--- config.mk ---
export PLATFORM = sky130hd
export DESIGN_NAME = stack_seq
export DESIGN_NICKNAME = d
export VERILOG_FILES = /design/src/rtl/stack_seq.sv
export SDC_FILE = /design/constraint.sdc
export NUM_CORES = 1
export LEC_CHECK = 0
export CORE_UTILIZATION = 45
export CTS_BUF_LIST = sky130_fd_sc_hd__clkbuf_4
export DETAILED_ROUTE_END_ITERATION = 6
export PLACE_DENSITY = 0.88
export SLEW_MARGIN = 25
export SYNTH_ARGS = -nofsm -noshare
export SYNTH_HDL_FRONTEND = slang
export SYNTH_SLANG_ARGS = --single-unit
export TNS_END_PERCENT = 5
--- constraint.sdc ---
create_clock -name clk -period 2.69 [get_ports clk]
set_clock_uncertainty 0.1 [all_clocks]
set_input_delay 0.4035 -clock clk [delete_from_list [all_inputs] [get_ports clk]]
set_output_delay 0.4035 -clock clk [all_outputs]
set_load 0.02 [all_outputs]
--- src/rtl/stack_seq.sv ---
// stack_seq: Forth stack-primitive sequencer; keeps TOS locally and drives PUSH/POP on the ss_io bus.
// Define STACK_SEQ_ROT_EN to implement ROT on opcode 7 (otherwise opcode 7 is a NOP).
module stack_seq #(
  parameter int DEPTH = 64,
  parameter int DSZ   = 32,
  parameter int DW    = $clog2(DEPTH + 2)
) (
  input  logic           clk,
  input  logic           rst,
  input  logic           en,
  input  logic           cmd_valid,
  output logic           cmd_ready,
  input  logic [2:0]     cmd_op,
  input  logic [DSZ-1:0] cmd_lit,
  output logic [1:0]     ss_op,
  output logic [DSZ-1:0] ss_vi,
  input  logic [DSZ-1:0] ss_s,
  output logic [DSZ-1:0] tos,
  output logic [DW-1:0]  depth,
  output logic           busy,
  output logic           err_under,
  output logic           err_over
);

  typedef enum logic [2:0] {
    OP_NOP, OP_LIT, OP_DUP, OP_DROP, OP_SWAP, OP_OVER, OP_ADD, OP_ROT
  } op_e;

  typedef enum logic [2:0] {
    S_IDLE, S_SWAP2, S_OVER2, S_OVER3
`ifdef STACK_SEQ_ROT_EN
    , S_ROT2, S_ROT3, S_ROT4
`endif
  } state_e;

  localparam logic [1:0]    BUS_NOP   = 2'b00;
  localparam logic [1:0]    BUS_PUSH  = 2'b01;
  localparam logic [1:0]    BUS_POP   = 2'b10;
  localparam logic [DW-1:0] MAX_DEPTH = DW'(DEPTH + 1);
  localparam logic [DW-1:0] D_ONE     = DW'(1);
  localparam logic [DW-1:0] D_TWO     = DW'(2);

  state_e         r_state, w_state_nxt;
  logic [DSZ-1:0] r_tos, w_tos_nxt;
  logic [DSZ-1:0] r_tmp, w_tmp_nxt;
  logic [DW-1:0]  r_depth, w_depth_nxt;
  logic           r_err_under, r_err_over;
  logic           w_under_set, w_over_set;
  logic [1:0]     w_ss_op;
  logic [DSZ-1:0] w_ss_vi;
  logic           w_empty, w_lt2, w_full;
`ifdef STACK_SEQ_ROT_EN
  logic [DSZ-1:0] r_t2, w_t2_nxt;
  logic           w_lt3;
  assign w_lt3 = (r_depth < DW'(3));
`endif

  assign w_empty = (r_depth == '0);
  assign w_lt2   = (r_depth < D_TWO);
  assign w_full  = (r_depth == MAX_DEPTH);

  // NOTE: every signal written here gets a default first, so no latch can be inferred.
  always_comb begin
    w_state_nxt = r_state;
    w_tos_nxt   = r_tos;
    w_tmp_nxt   = r_tmp;
    w_depth_nxt = r_depth;
    w_under_set = 1'b0;
    w_over_set  = 1'b0;
    w_ss_op     = BUS_NOP;
    w_ss_vi     = '0;
`ifdef STACK_SEQ_ROT_EN
    w_t2_nxt    = r_t2;
`endif
    if (en) begin
      case (r_state)
        S_IDLE: if (cmd_valid) begin
          case (op_e'(cmd_op))
            OP_LIT: if (w_full) w_over_set = 1'b1;
              else begin
                if (!w_empty) begin
                  w_ss_op = BUS_PUSH;
                  w_ss_vi = r_tos;
                end
                w_tos_nxt   = cmd_lit;
                w_depth_nxt = r_depth + D_ONE;
              end
            OP_DUP: if (w_empty) w_under_set = 1'b1;
              else if (w_full) w_over_set = 1'b1;
              else begin
                w_ss_op     = BUS_PUSH;
                w_ss_vi     = r_tos;
                w_depth_nxt = r_depth + D_ONE;
              end
            OP_DROP: if (w_empty) w_under_set = 1'b1;
              else begin
                // The last item lives only in the TOS register, so it is cleared without a bus pop.
                if (r_depth == D_ONE) w_tos_nxt = '0;
                else begin
                  w_ss_op   = BUS_POP;
                  w_tos_nxt = ss_s;
                end
                w_depth_nxt = r_depth - D_ONE;
              end
            OP_ADD: if (w_lt2) w_under_set = 1'b1;
              else begin
                w_ss_op     = BUS_POP;
                w_tos_nxt   = ss_s + r_tos;
                w_depth_nxt = r_depth - D_ONE;
              end
            OP_SWAP: if (w_lt2) w_under_set = 1'b1;
              else begin
                w_ss_op     = BUS_POP;
                w_tmp_nxt   = ss_s;
                w_state_nxt = S_SWAP2;
              end
            OP_OVER: if (w_lt2) w_under_set = 1'b1;
              else if (w_full) w_over_set = 1'b1;
              else begin
                w_ss_op     = BUS_POP;
                w_tmp_nxt   = ss_s;
                w_state_nxt = S_OVER2;
              end
`ifdef STACK_SEQ_ROT_EN
            OP_ROT: if (w_lt3) w_under_set = 1'b1;
              else begin
                w_ss_op     = BUS_POP;
                w_tmp_nxt   = ss_s;
                w_state_nxt = S_ROT2;
              end
`endif
            default: ;
          endcase
        end
        S_SWAP2: begin
          w_ss_op     = BUS_PUSH;
          w_ss_vi     = r_tos;
          w_tos_nxt   = r_tmp;
          w_state_nxt = S_IDLE;
        end
        S_OVER2: begin
          w_ss_op     = BUS_PUSH;
          w_ss_vi     = r_tmp;
          w_state_nxt = S_OVER3;
        end
        S_OVER3: begin
          w_ss_op     = BUS_PUSH;
          w_ss_vi     = r_tos;
          w_tos_nxt   = r_tmp;
          w_depth_nxt = r_depth + D_ONE;
          w_state_nxt = S_IDLE;
        end
`ifdef STACK_SEQ_ROT_EN
        S_ROT2: begin
          w_ss_op     = BUS_POP;
          w_t2_nxt    = ss_s;
          w_state_nxt = S_ROT3;
        end
        S_ROT3: begin
          w_ss_op     = BUS_PUSH;
          w_ss_vi     = r_tmp;
          w_state_nxt = S_ROT4;
        end
        S_ROT4: begin
          w_ss_op     = BUS_PUSH;
          w_ss_vi     = r_tos;
          w_tos_nxt   = r_t2;
          w_state_nxt = S_IDLE;
        end
`endif
        default: w_state_nxt = S_IDLE;
      endcase
    end
  end

  // NOTE: state registers use non-blocking assignments so every flop samples pre-edge values.
  always_ff @(posedge clk or posedge rst) begin
    if (rst) begin
      r_state     <= S_IDLE;
      r_tos       <= '0;
      r_tmp       <= '0;
      r_depth     <= '0;
      r_err_under <= 1'b0;
      r_err_over  <= 1'b0;
`ifdef STACK_SEQ_ROT_EN
      r_t2        <= '0;
`endif
    end else begin
      r_state     <= w_state_nxt;
      r_tos       <= w_tos_nxt;
      r_tmp       <= w_tmp_nxt;
      r_depth     <= w_depth_nxt;
      r_err_under <= r_err_under | w_under_set;
      r_err_over  <= r_err_over | w_over_set;
`ifdef STACK_SEQ_ROT_EN
      r_t2        <= w_t2_nxt;
`endif
    end
  end

  assign cmd_ready = en && (r_state == S_IDLE);
  assign busy      = (r_state != S_IDLE);
  assign ss_op     = w_ss_op;
  assign ss_vi     = w_ss_vi;
  assign tos       = r_tos;
  assign depth     = r_depth;
  assign err_under = r_err_under;
  assign err_over  = r_err_over;

endmodule

==> results.cfg, run 1 <==
[run_status]
status = complete, but fails checks
failed_checks = negative setup slack

[final_layout]
final_core_util = 0.7100
layout.nets = 1087
num_antenna_cells = 0
n_fill_cell = 974
synthToLayoutAreaGrowth_pct = 53.46
drive_gt1_frac = 0.3435

[yosys]
syn_area_per_cell_um2 = 8.463
syn-num-nets = 835
ys.flop_type = dfrtp_1
yosys.area.top_type_share = 0.3063
yosysTopAreaCell = dfrtp_1
syn_area_um2 = 6127
synth_seq_area_share = 0.3063
async_flop_share = 1.000
ys_types = 62
synth-edff-count = 0
ys_seq_elements = 75
ys.warnings.count = 0
syn_inst = 724
ys_top_cells_by_area = dfrtp_1 31%, ha_1 8.0%, o21ai_0 6.6%

[place]
hpwl_mm = 15.52
placement.io_buffers = 147
finalWeightedCongestion = 0.9298

[cts]
clock_path_buffers = 2
cts_tree = built
insertion_delay_ns = 0.48
cts-root-buf = clkbuf_4
clock_sinks = 75
cts_hold_buf = 0
cts_inserted_buffers = 9
htreeDepth = 3
clk_pin_slew_ns = 0.14

[sta]
max_clock_freq_mhz = 329.9
hold_viol = 0
period_minus_slack_ns = 3.031
worst_slack_ns = -0.3410
holdWs_ns = 0.1375
worst_pin_slew_ns = 0.4785
setup_viol = 40
maxSlewViolCount = 0
grt_setup_unrepaired = true
relSlewSlack = 0.6805
finalCritPeriodShare = 1.127

[grt]
overflow = 0
grt_pass1_vias = 6934
grt_pass1_wl_mm = 33.72
grt_max_degree = 33
grt_use_total = 0.3024
grt_antenna_before_repair = 1

[critical_path]
crit_path_end_kind = primary output
reg2regPathDepth = 11
crit_fanout = 8
required_ns = 2.19
crit_type = reg -> out
worst_setup_path_start_kind = register
worstPathArrival_ns = 2.53

[detailed_routing]
avgRoutedWirePerCell_um = 18.40
wl_mm = 21.29
ant_nets = 0
first_iter_violations = 776
first_pass_iters = 5
vias = 6966
drc_errors = 0
via_per_inst = 6.021

[floorplanning]
io_pins = 148
fp.dieW_um = 118.7
dieArea_um2 = 14090
row_count = 42
die_h_um = 118.7
core_um2 = 13240
start_util = 0.4627

[hold_path]
hp-class = in -> async

[pwr]
combPwrFrac = 0.726
seq_power_share = 0.204
p_leak_uw = 0.004072
peakVddDrop_mv = 0.5376
internal_power_uw = 5735
power.density_nw_per_um2 = 1151
switchingPower_uw = 5088
switching_share = 0.4701
clkPwrFrac = 0.069

[job]
max_cap_violations = 0
placed cells by master (no fill, tap or decap), types with 21 or more instances in the layout:
master           netlist  final
mux2_2                32     32
ha_1                  39     32
buf_4                  0    149
a22oi_2                0     31
dfrtp_1               75     72
nor2b_2                0     30
nor2_1                39     37
a21oi_1               53     51
o21ai_0               81     68
nand2_1               69     66
clkdlybuf4s50_1        0    108
a221oi_1              23     21
synthesized netlist by cell type (all sizes together) (5+ instances only):
master	instances
o21ai	83
a211oi	10
mux2	32
nor3	13
ha	39
nand4	6
nor2b	36
a21o	10
nand2	69
o31ai	6
a21boi	5
buf	8
nor2	39
a221oi	23
nand3	14
inv	18
dfrtp	75
a22oi	33
clkbuf	42
xor2	19
a21oi	53
a31oi	6
xnor2	17
flip-flops by register name, indices dropped and copies added (netlist names):
signal and flops:
depth 7, tos 32, err_over 1, err_under 1, r_state 2, r_tmp 32
stage by stage:
stage	power (uW)	cells	instance area [um2]	TNS, ns	setup slack [ns]
6_report	10820	1157	9403	-10.77	-0.3410
5_1_grt	11510	1157	9403	-15.46	-0.4423
4_1_cts	10310	1156	9130	-9.348	-0.3546
3_5_place_dp	9240	1137	8837	-29.28	-0.7400
3_3_place_gp	8994	1137	8837	-27.09	-0.6580
2_1_floorplan	6174	724	6256	-2.734	-0.1107
path summary, 6_finish.rpt:
check | slack (ns) | to | from
min in group clk | 0.24 | r_tmp[3]$_DFFE_PP0P_ | ss_s[3]
setup reg to reg | -0.25 | tos[31]$_DFFE_PP0P_ | depth[5]$_DFFE_PP0P_
hold / removal | 0.14 | err_under$_DFF_PP0_ | rst
hold reg to reg | 0.41 | err_over$_DFF_PP0_ | err_over$_DFF_PP0_
max in group asynchronous | 1.60 | tos[3]$_DFFE_PP0P_ | rst
setup / recovery | -0.34 | ss_vi[14] | depth[5]$_DFFE_PP0P_
timing repair:
| action | 4_1_cts | 5_1_grt |
|---|---|---|
| resized for setup | 208 | 82 |
| setup buffers | 2 | 4 |
| setup endpoints to repair | 48 | 62 |
| pin swaps | 9 | 22 |
| gates cloned | 1 | 0 |
power by group through the flow:
stage | clock [uW] | combinational, uW | sequential [uW]
after floorplan | 0 | 3720 | 2450
after global placement | 0 | 6890 | 2100
after detailed placement | 0 | 7100 | 2140
after CTS | 760 | 7410 | 2140
after global routing | 801 | 8440 | 2270
final | 751 | 7860 | 2210
layout make-up:
class / count / area [um2] / share of cell area
tap: 176 / 220.2 / 0.02342
sequential: 75 / 1881 / 0.2000
inverter: 18 / 67.56 / 0.007186
clock buffer: 13 / 97.59 / 0.01038
clock inverter: 3 / 38.79 / 0.004125
timing repair buffer: 291 / 2618 / 0.2784
multi-input combinational: 581 / 4481 / 0.4765
per-layer routing:
metal	global-route usage	wire length, um	vias up
li1	-	-	3212
met1	0.3625	8454	3319
met2	0.5055	10560	364
met5	0	0	-
met3	0.04681	1518	71
met4	0.1907	757	0
critical path, stage by stage, from the launching register on:
cell	delay, ns
dfrtp_1	0.42
buf_6	0.13
or4_4	0.54
nor2_4	0.14
nand2_2	0.08
nand3_4	0.12
nand2_8	0.09
buf_8	0.17
a22oi_2	0.17
nor2b_2	0.07
buf_6	0.13
logic make-up (layout without fill, tap and decap cells):
kind of cell / Yosys count / after routing / synth area share
xor+xnor: 36 / 36 / 0.05146
simple gates: 205 / 205 / 0.1672
fa+ha+maj: 40 / 40 / 0.08291
compound gates: 265 / 265 / 0.2845
flops: 75 / 75 / 0.3063
buf+inv: 68 / 325 / 0.04390
mux: 35 / 35 / 0.06371
Power figures use the tool's default switching activity.
==> run 2, diff against run 1 <==
- GPL_TIMING_DRIVEN: not set -> 0
- SKIP_CTS_REPAIR_TIMING: not set -> 1
==> run 2 against run 1 <==
  * The run still ends with negative setup slack left
  * Setup slack got worse by 0.21 ns
  * Critical path depth fell by 3
  * Global-route usage fell by 1.2 points
  * Via count fell by 2.2%
  * First-iteration DRC count rose by 6.7%
  * Worst hold slack improved by 0.089 ns
  * Register-to-register slack got worse by 0.24 ns
  * Die area did not move
  * Highest routed layer unchanged
  * Combinational power fell by 16%
  * Largest cell class unchanged
  * Power fell by 11%
==> results.cfg, run 2 (synthesis results as in run 1) <==
[run_status]
status = complete, but fails checks
failed_checks = negative setup slack

[sta]
maxSlewViolCount = 0
relSlewSlack = 0.4847
setup_viol = 69
worst_slack_ns = -0.5532
worst_pin_slew_ns = 0.7730
holdWs_ns = 0.2267
max_clock_freq_mhz = 308.3
hold_viol = 0
period_minus_slack_ns = 3.243
grt_setup_unrepaired = true
setup_tns_ns = -17.07
finalCritPeriodShare = 1.206

[grt]
grt_use_total = 0.2902
grt_antenna_before_repair = 1
grt_pass1_vias = 6255
grt_pass1_wl_mm = 32.19
grt_max_degree = 43
overflow = 0

[floorplanning]
fp.dieW_um = 118.7
core_um2 = 13240
io_pins = 148
start_util = 0.4627
dieArea_um2 = 14090
die_h_um = 118.7
row_count = 42

[hold_path]
hp-class = in -> async

[detailed_routing]
via_per_inst = 6.313
avgRoutedWirePerCell_um = 19.72
wl_mm = 21.28
vias = 6812
first_pass_iters = 5
drc_errors = 0
ant_nets = 0
first_iter_violations = 828

[cts]
htreeDepth = 3
clock_path_buffers = 2
cts_inserted_buffers = 9
cts_tree = built
clock_sinks = 75
cts-root-buf = clkbuf_4
insertion_delay_ns = 0.46
clk_pin_slew_ns = 0.15

[critical_path]
required_ns = 2.19
path_delay_family = buffers and inverters
cp_slowest_cell = clkbuf_1
cpPeakStageDelay_ns = 0.49
crit_chain = ha_1 > nor2_1 > clkbuf_1 > nand2_1 > a22oi_1 > nor2b_1 > dlymetal6s2s_1
crit_path_end_kind = primary output
crit_type = reg -> out
worst_setup_path_start_kind = register
crit_fanout = 10
worstPathArrival_ns = 2.74
critPathBufInv = 2

[place]
dpl-instance-area_um2 = 7950
placement.io_buffers = 145
finalWeightedCongestion = 0.9418
dp.cells = 1046
pre_cts_slack_ns = -1.508
hpwl_mm = 15.22

[final_layout]
fin_cells = 1079
final_cell_mix = 109 x clkdlybuf4s50_1, 75 x o21ai_0, 67 x dfrtp_1
synthToLayoutAreaGrowth_pct = 36.74
design_area_um2 = 8378
n_fill_cell = 1113
layout_commonest_cell = clkdlybuf4s50_1
drive_gt1_frac = 0.2273
layout.nets = 1008

[job]
max_cap_violations = 0

[pwr]
peakVddDrop_mv = 0.5588
p_leak_uw = 0.003513
power.density_nw_per_um2 = 1153
[run 2: layout make-up]
class	instances	area, um2	area share
multi-input combinational	581	4324	0.5161
clock buffer	12	90.09	0.01075
buffer	48	271.5	0.03241
inverter	18	70.07	0.008363
timing repair buffer	164	1469	0.1753
tap	176	220.2	0.02628
sequential	75	1887	0.2252
clock inverter	4	43.79	0.005227
antenna	1	2.502	0.0002987
[run 2: final timing paths]
| check | depth (start not counted) | slack, ns | end | from |
|---|---|---|---|---|
| max | 7 | -0.55 | ss_vi[16] | r_state[1]$_DFFE_PP0P_ |
| min | 2 | 0.23 | depth[0]$_DFFE_PP0P_ | rst |
| max reg2reg | 10 | -0.49 | tos[24]$_DFFE_PP0P_ | tos[3]$_DFFE_PP0P_ |
| min reg2reg | 2 | 0.40 | err_over$_DFF_PP0_ | err_over$_DFF_PP0_ |
| max in group asynchronous | 3 | 1.64 | r_tmp[17]$_DFFE_PP0P_ | rst |
| min in group clk | 2 | 0.23 | r_tmp[0]$_DFFE_PP0P_ | ss_s[0] |
[run 2: per-stage QoR]
step / util / total power [uW]
after floorplan: - / 6174
after global placement: 0.5986 / 8117
after detailed placement: 0.6003 / 8283
after CTS: 0.6105 / 9031
after global routing: 0.6325 / 10240
final: 0.6327 / 9663
[run 2: layer usage]
layer	vias to the layer above	global-route usage	wire length (um)
li1	3049	-	-
met1	3261	0.3740	8457
met2	438	0.4755	10080
met3	64	0.05261	2063
met4	0	0.1242	682
met5	-	0	0
[run 2: where the power goes]
group          switching [uW]  leakage [uW]  internal [uW]
sequential                625      0.000943           1680
combinational            3780       0.00249           2840
clock                     430     0.0000787            310
total                    4830       0.00351           4830
